**src/rtl/sl_pkg.sv**
```systemverilog
// Shared types and constants for the SL transmit arbiter.
// Holds the arbiter state encoding and the legal word length range.
package sl_pkg;

    typedef enum logic [1:0] {
        IDLE,
        START,
        WAIT_DONE,
        GAP
    } sl_arb_state_t;

    localparam int SL_LEN_MIN = 8;
    localparam int SL_LEN_MAX = 32;
    localparam int SL_LEN_W   = 6;
    localparam int SL_ID_W    = 3;

    function automatic logic sl_len_ok(
        input logic [SL_LEN_W-1:0] len
    );
        return (len >= SL_LEN_W'(SL_LEN_MIN)) &&
               (len <= SL_LEN_W'(SL_LEN_MAX));
    endfunction

endpackage

```
**src/rtl/sl_rr_pick.sv**
```systemverilog
// Combinational round-robin picker for the SL transmit arbiter.
// Searches upward with wrap from rr_ptr+1; lowest offset wins.
module sl_rr_pick
    import sl_pkg::*;
#(
    parameter int N_REQ = 4
) (
    input  logic [N_REQ-1:0]   req,
    input  logic [SL_ID_W-1:0] rr_ptr,
    output logic [N_REQ-1:0]   grant,
    output logic [SL_ID_W-1:0] idx,
    output logic               any
);

    // Walk offsets from farthest to nearest so the nearest hit is kept
    always_comb begin
        grant = '0;
        idx   = '0;
        any   = 1'b0;
        for (int off = N_REQ; off >= 1; off--) begin
            for (int i = 0; i < N_REQ; i++) begin
                if (req[i] &&
                    ((int'(rr_ptr) + off == i) ||
                     (int'(rr_ptr) + off == i + N_REQ))) begin
                    grant    = '0;
                    grant[i] = 1'b1;
                    idx      = SL_ID_W'(i);
                    any      = 1'b1;
                end
            end
        end
    end

endmodule

```
**src/rtl/sl_tx_arbiter.sv**
```systemverilog
// Round-robin arbiter sequencing words into one SL serializer.
// Optional watchdog on WAIT_DONE enabled by macro SL_ARB_TIMEOUT_EN.
module sl_tx_arbiter
    import sl_pkg::*;
#(
    parameter int N_REQ      = 4,
    parameter int DATA_W     = 32,
    parameter int GAP_CYCLES = 16,
    parameter int TIMEOUT    = 2048
) (
    input  logic                    clk,
    input  logic                    rst_n,
    input  logic                    enable,
    input  logic [N_REQ-1:0]        req_valid,
    input  logic [N_REQ*DATA_W-1:0] req_data,
    input  logic [N_REQ*6-1:0]      req_len,
    output logic [N_REQ-1:0]        req_ready,
    output logic                    tx_start,
    output logic [DATA_W-1:0]       tx_data,
    output logic [5:0]              tx_len,
    input  logic                    tx_done,
    output logic [2:0]              grant_id,
    output logic                    busy,
    output logic                    err_len,
    output logic [15:0]             words_sent,
    output logic                    timeout
);

    localparam int GAP_W    = (GAP_CYCLES > 1) ?
                              $clog2(GAP_CYCLES) : 1;
    localparam int GAP_LOAD = (GAP_CYCLES > 0) ?
                              GAP_CYCLES - 1 : 0;

    sl_arb_state_t        state;
    sl_arb_state_t        state_nxt;
    logic [SL_ID_W-1:0]   rr_ptr;
    logic [N_REQ-1:0]     pick_oh;
    logic [SL_ID_W-1:0]   pick_idx;
    logic                 pick_any;
    logic                 accept;
    logic [DATA_W-1:0]    sel_data;
    logic [SL_LEN_W-1:0]  sel_len;
    logic                 sel_ok;
    logic [GAP_W-1:0]     gap_cnt;
    logic                 wd_expire;

    sl_rr_pick #(
        .N_REQ (N_REQ)
    ) u_pick (
        .req    (req_valid),
        .rr_ptr (rr_ptr),
        .grant  (pick_oh),
        .idx    (pick_idx),
        .any    (pick_any)
    );

    assign accept    = (state == IDLE) && enable && pick_any;
    assign req_ready = accept ? pick_oh : '0;
    assign tx_start  = (state == START);
    assign busy      = (state != IDLE);
    assign sel_ok    = sl_len_ok(sel_len);

    // Mux the winning requester's word and length
    always_comb begin
        sel_data = '0;
        sel_len  = '0;
        for (int i = 0; i < N_REQ; i++) begin
            if (pick_oh[i]) begin
                sel_data = req_data[i*DATA_W +: DATA_W];
                sel_len  = req_len[i*6 +: 6];
            end
        end
    end

`ifdef SL_ARB_TIMEOUT_EN
    localparam int WD_W = $clog2(TIMEOUT + 1);

    logic [WD_W-1:0] wd_cnt;

    assign wd_expire = (state == WAIT_DONE) &&
                       (wd_cnt == WD_W'(TIMEOUT - 1));

    // Watchdog counts WAIT_DONE cycles; flags abort when no done arrives
    always_ff @(posedge clk or negedge rst_n) begin
        if (!rst_n) begin
            wd_cnt  <= '0;
            timeout <= 1'b0;
        end else begin
            timeout <= wd_expire && !tx_done;
            if (state == WAIT_DONE)
                wd_cnt <= wd_cnt + 1'b1;
            else
                wd_cnt <= '0;
        end
    end
`else
    assign wd_expire = 1'b0;
    assign timeout   = 1'b0;
`endif

    // Next-state selection for the word sequencer
    always_comb begin
        state_nxt = state;
        unique case (state)
            IDLE: begin
                if (accept && sel_ok)
                    state_nxt = START;
            end
            START: begin
                state_nxt = WAIT_DONE;
            end
            WAIT_DONE: begin
                if (tx_done || wd_expire)
                    state_nxt = (GAP_CYCLES > 0) ? GAP : IDLE;
            end
            GAP: begin
                if (gap_cnt == '0)
                    state_nxt = IDLE;
            end
            default: begin
                state_nxt = IDLE;
            end
        endcase
    end

    // State register
    always_ff @(posedge clk or negedge rst_n) begin
        if (!rst_n)
            state <= IDLE;
        else
            state <= state_nxt;
    end

    // Capture the granted word and advance the round-robin pointer
    always_ff @(posedge clk or negedge rst_n) begin
        if (!rst_n) begin
            rr_ptr   <= SL_ID_W'(N_REQ - 1);
            tx_data  <= '0;
            tx_len   <= '0;
            grant_id <= '0;
            err_len  <= 1'b0;
        end else begin
            err_len <= accept && !sel_ok;
            if (accept) begin
                rr_ptr   <= pick_idx;
                tx_data  <= sel_data;
                tx_len   <= sel_len;
                grant_id <= pick_idx;
            end
        end
    end

    // Completed-word counter; a watchdog abort does not count
    always_ff @(posedge clk or negedge rst_n) begin
        if (!rst_n)
            words_sent <= '0;
        else if ((state == WAIT_DONE) && tx_done)
            words_sent <= words_sent + 16'd1;
    end

    // Idle-gap countdown loaded when the word ends
    always_ff @(posedge clk or negedge rst_n) begin
        if (!rst_n)
            gap_cnt <= '0;
        else if (state == WAIT_DONE)
            gap_cnt <= GAP_W'(GAP_LOAD);
        else if ((state == GAP) && (gap_cnt != '0))
            gap_cnt <= gap_cnt - 1'b1;
    end

endmodule

```
**config.mk**
```make
export PLATFORM = sky130hd
export DESIGN_NAME = sl_tx_arbiter
export DESIGN_NICKNAME = d
export VERILOG_FILES = /design/src/rtl/sl_pkg.sv /design/src/rtl/sl_rr_pick.sv /design/src/rtl/sl_tx_arbiter.sv
export SDC_FILE = /design/constraint.sdc
export NUM_CORES = 1
export LEC_CHECK = 0
export ABC_AREA = 0
export CAP_MARGIN = 20
export CORE_UTILIZATION = 30
export DETAILED_ROUTE_END_ITERATION = 6
export PLACE_DENSITY = 0.66
export SKIP_CTS_REPAIR_TIMING = 1
export SLEW_MARGIN = 20
export SYNTH_ARGS = -nofsm -noshare
export SYNTH_HDL_FRONTEND = slang
export SYNTH_SLANG_ARGS = --single-unit
```
**constraint.sdc**
```tcl
create_clock -name clk -period 2.8 [get_ports clk]
set_clock_uncertainty 0.15 [all_clocks]
set_input_delay 0.42 -clock clk [delete_from_list [all_inputs] [get_ports clk]]
set_output_delay 0.42 -clock clk [all_outputs]
set_load 0.005 [all_outputs]
```
==> results.cfg, run 1 <==
[status]
status = finished, violations left
violations = DRC

[detailed_routing]
drt_wl_total_microns = 13400
drt_iter0_drc = 318
avgViaCountPerCell = 5.12
wire_per_inst_microns = 16.4
drc_errors = 5
drtPass1Iterations = 7
ant_nets = 0
vias = 4200

[floorplan]
core_sq_um = 12100
dieHeight_microns = 114
io_pins = 225
rows = 40
fp.dieW_microns = 114
initial_utilization_pct = 30.9
dieArea_sq_um = 12900

[power]
leakagePower_nw = 2.77
p_per_area_nw_per_um2 = 853
ir_drop_v = 0.000329

[run]
drv_cap = 0

[synth]
synth_area_leaders = dfrtp_1 42%, a222oi_1 8.6%, nand2_1 7.4%
synth_top_area_share_pct = 42.1
synth_ff_type = dfrtp_1
synth-edff-count = 0
synth.distinct_cells = 56
postSynthCellCount = 402
synth_area_sq_um = 3740
synth_top_cell_by_area = dfrtp_1
yosysWarnings = 0
async_reset_ff_share_pct = 100
ys_seq_area_share_pct = 43.5
ys_ff_latch = 65
postSynthAreaPerCell_sq_um = 9.32
synth_commonest_cells = 74 x nand2_1, 63 x dfrtp_1, 42 x nor2_1
synthMostInstantiatedCell = nand2_1

[placed_design]
dpl.cell_count = 794
pre_cts_ws_ns = -0.374
port_buffers = 222
place_area_sq_um = 6300
hpwl_microns = 10800
gp_congestion = 0.821

[layout]
post-route-cell-area_sq_um = 6730
multiInputGateArea_sq_um = 1940
final_core_util_pct = 55.6
area_growth_pct = 79.8
fillers = 1081
diodes = 0
regArea_sq_um = 1630
layout-drive-gt1-share_pct = 13.8
stdcell_count = 820
fin_nets = 814

[worst_setup_path]
cp-end-kind = output pin
cp_top_family = buffers and inverters
cpPeakStageDelay_ns = 0.60
critPathArrivalTime_ns = 2.22
worstPathCellList = buf_4 -> inv_2 -> o221a_2 -> buf_6 -> and2_1 -> clkdlybuf4s50_1
critPathSlowestCell = dfstp_2
cp.required_ns = 2.23
start_kind = register
critPathMaxFanout = 13
critical_path_class = register to output pin
cp.buffers_inverters = 4

[sta]
rsz0062_at_grt = yes
finalSetupTns_ns = 0
fin_ws_ns = 0.0138
fmax_mhz = 359
fin_crit_sh_pct = 99.5
timing.final.hold_violations = 0
drv_slew = 0
min_period_ns = 2.79
setup_viol = 0

[cts]
cts_buffer_depth = 2
cts_tree = done
htree_levels = 3
clock_latency_ns = 0.33
clkSinkCount = 65
root_buffer = clkbuf_16
cts_buffers = 9
path_clk_slew_ns = 0.05

[min_path]
hold_path_class = register to register

[global_routing]
grt_pass1_wl_microns = 20200
globalRouteOverflowTotal = 0
grt_max_degree = 38
antenna_found_initial = 0
first_global_vias = 4056
track_usage_pct = 20.3
==> logic make-up (layout without fill, tap and decap cells) <==
group                    count (synthesis)  after routing  share of synthesized area [%]
multiplexers                             2              2                          0.601
buffers and inverters                   44            293                           5.51
AND/OR/NAND/NOR                        158            158                           19.3
adder cells (fa/ha/maj)                  7              7                           2.34
XOR/XNOR                                17             17                           3.98
AO/OA/AOI/OAI                          108            108                           24.7
other                                    1              2                          0.100
flip-flops                              65             65                           43.5
==> sequential cells by signal (all words and copies together), names as in the netlist <==
| signal | count |
|---|---|
| grant_id | 2 |
| tx_data | 32 |
| words_sent | 16 |
| state | 2 |
| tx_len | 6 |
| err_len | 1 |
| gap_cnt | 4 |
| rr_ptr | 2 |
==> where the power goes <==
group / internal (W) / total, W / switching (W)
sequential: 0.00133 / 0.00159 / 0.000260
combinational: 0.00167 / 0.00298 / 0.00130
clock: 0.000742 / 0.00117 / 0.000429
total: 0.00375 / 0.00574 / 0.00199
==> through the flow <==
| stage | total power, W | hold WS [ns] |
|---|---|---|
| floorplan | 0.00299 | -0.0256 |
| global placement | 0.00442 | 0.202 |
| detailed placement | 0.00448 | 0.207 |
| CTS | 0.00568 | -0.135 |
| global route | 0.00613 | 0.350 |
| finish | 0.00574 | 0.323 |
==> area by class of cell <==
class                   instances  share of cell area, %
repair buffers                266                   38.7
multi-input cells             294                   28.8
flip-flops and latches         65                   24.2
clock buffers                  11                   3.75
well taps                     168                   3.12
clock inverters                 5                  0.892
inverters                      11                  0.613
==> worst reg2reg max path, stage by stage (launching register included) <==
cell and delay, ns:
dfstp_2 0.60, buf_4 0.13, inv_2 0.05, o221a_2 0.35, a22oi_2 0.26, a31oi_4 0.13, nor4b_4 0.34, nand3_2 0.13
a21oi_2 0.19, mux2_1 0.33
==> per-layer routing <==
layer | wire [microns] | global-route usage [%] | vias to the layer above
met5 | 0 | 0 | -
met4 | 257 | 6.58 | 0
met3 | 924 | 3.99 | 23
met2 | 6870 | 36.6 | 218
met1 | 5390 | 24.2 | 1978
li1 | - | - | 1981
==> cells in the final DEF (no fill, tap or decap), drive strengths merged, types with 2 or more instances in the layout <==
cell type / instances
ha: 7
a2bb2oi: 3
o2111ai: 2
nand4: 5
dfstp: 2
xnor2: 13
a211oi: 3
nand2b: 2
and2: 4
a222oi: 32
a22oi: 5
inv: 13
clkbuf: 11
nor3: 2
dlymetal6s2s: 5
and2b: 2
o2bb2ai: 2
nand3: 11
dfrtp: 63
o21a: 2
clkdlybuf4s50: 216
xor2: 4
o21ai: 6
nor2: 43
conb: 2
buf: 44
a31oi: 34
a21oi: 10
and3: 7
nand2: 75
mux2: 2
a221oi: 2
nor2b: 4
==> worst paths after layout <==
| check | from | end | cells past startpoint | slack (ns) |
|---|---|---|---|---|
| setup / recovery | rr_ptr[1] | req_ready[2] | 6 | 0.01 |
| hold / removal | tx_len[4] | tx_len[4] | 2 | 0.32 |
| setup reg to reg | rr_ptr[1] | state[1] | 9 | 0.03 |
| hold reg to reg | tx_len[4] | tx_len[4] | 2 | 0.32 |
| max in group asynchronous | rst_n | rr_ptr[0] | 3 | 1.43 |
| min in group asynchronous | rst_n | tx_len[2] | 2 | 0.40 |
No activity file was read; power rests on OpenSTA's default activity.
==> run 2, diff against run 1 <==
Settings changed: SKIP_LAST_GASP set to 1.
==> results.cfg, run 2 (synthesis results as in run 1) <==
[detailed_routing]
drt_iter0_drc = 323
ant_nets = 0
avgViaCountPerCell = 5.15
vias = 4220
drc_errors = 26
drt_wl_total_microns = 13400
drtPass1Iterations = 7
wire_per_inst_microns = 16.4

[global_routing]
grt_pass1_wl_microns = 20200
grt_max_degree = 38
first_global_vias = 4056
track_usage_pct = 20.3
globalRouteOverflowTotal = 0
antenna_found_initial = 0

[placed_design]
place_area_sq_um = 6300
gp_congestion = 0.821
port_buffers = 222
hpwl_microns = 10800
dpl.cell_count = 794

[layout]
top_regs = tx_data (32), words_sent (16), tx_len (6)
stdcell_count = 820
diodes = 0
layout-drive-gt1-share_pct = 13.8
largest_register = tx_data
fillers = 1083
post-route-cell-area_sq_um = 6730
area_growth_pct = 79.7
fin_nets = 814
most-common-layout-cells = 216 x clkdlybuf4s50_1, 74 x nand2_1, 63 x dfrtp_1
largest_reg_flops = 32
final_common_cell = clkdlybuf4s50_1

[sta]
min_period_ns = 2.82
drv_slew = 0
rsz0062_at_grt = yes
fmax_mhz = 354
setup_viol = 1
fin_crit_sh_pct = 101
fin_ws_ns = -0.0233
timing.final.hold_violations = 0

[worst_setup_path]
critPathMaxFanout = 13
critPathSlowestCell = dfstp_2
cp.depth = 6
cp_top_family = buffers and inverters
worst_path_most_repeated_cell = buf_4
rr_worst_depth = 9
critical_path_class = register to output pin
cp.buffers_inverters = 4
cp-end-kind = output pin
start_kind = register
worstPathCellList = buf_4 -> inv_2 -> o221a_2 -> buf_4 -> and2_1 -> clkdlybuf4s50_1
r2r_slack_ns = 0.04
cpPeakStageDelay_ns = 0.60
cp.required_ns = 2.23
critPathArrivalTime_ns = 2.25

[floorplan]
fp.dieW_microns = 114
dieHeight_microns = 114
io_pins = 225
core_sq_um = 12100
dieArea_sq_um = 12900
rows = 40
initial_utilization_pct = 30.9

[power]
ir_drop_v = 0.000329
leakagePower_nw = 2.77
p_per_area_nw_per_um2 = 853

[cts]
clkSinkCount = 65
cts_buffers = 9
root_buffer = clkbuf_16
path_clk_slew_ns = 0.05
cts_buffer_depth = 2
htree_levels = 3
cts_tree = done
clock_latency_ns = 0.33

[status]
violations = DRC, setup timing
status = finished, violations left

[min_path]
hold_path_class = register to register
whs_path_depth = 2

[run]
drv_cap = 0
==> run 2: changes by cell type in the layout (fill, tap and decap cells not counted) <==
cell	previous run	this run
buf_6	1	0
buf_4	39	40
==> run 2: worst paths after layout <==
kind / start / end
max: rr_ptr[1] / req_ready[2]
min: tx_len[4] / tx_len[4]
max reg2reg: rr_ptr[1] / state[1]
min reg2reg: tx_len[4] / tx_len[4]
max in group asynchronous: rst_n / rr_ptr[0]
min in group asynchronous: rst_n / tx_len[2]
==> run 2: where the power goes <==
part           leakage [nW]  internal (W)  switching (W)
Sequential            0.774       0.00133       0.000260
Clock                 0.153      0.000742       0.000429
Combinational          1.84       0.00167        0.00130
==> run 2: worst reg2reg max path, delay by kind of cell (launching register included) <==
family / cells / cell delay [ns]
AOI/OAI and AO/OA: 4 / 0.91
muxes: 1 / 0.33
and+or+nand+nor: 2 / 0.47
DFF: 1 / 0.60
buffers and inverters: 2 / 0.18
==> run 2: final cells by class <==
cell class,count,area (sq um),share of cell area [%]
repair buffers,266,2600,38.6
well taps,168,210,3.12
clock inverters,5,60.1,0.892
multi-input cells,294,1940,28.8
inverters,11,41.3,0.613
clock buffers,11,253,3.76
flip-flops and latches,65,1630,24.2
==> run 2: stage by stage <==
| stage | setup WS (ns) | power (W) | utilization [%] | TNS (ns) | hold slack [ns] |
|---|---|---|---|---|---|
| 3_5_place_dp | -0.374 | 0.00448 | 52.1 | -1.13 | 0.207 |
| 2_1_floorplan | 0.246 | 0.00299 | - | 0 | -0.0256 |
| 5_1_grt | -0.0785 | 0.00613 | 55.6 | -0.190 | 0.350 |
| 6_report | -0.0233 | 0.00574 | 55.6 | -0.0233 | 0.323 |
| 4_1_cts | -0.211 | 0.00568 | 54.6 | -0.688 | -0.135 |
| 3_3_place_gp | -0.283 | 0.00442 | 52.1 | -0.892 | 0.202 |
==> run 2: routing by layer <==
layer / up-vias / wire length, microns / GRT usage [%]
li1: 1982 / - / -
met1: 1987 / 5330 / 24.2
met4: 0 / 261 / 6.58
met2: 228 / 6870 / 36.6
met3: 23 / 971 / 3.99
met5: - / 0 / 0
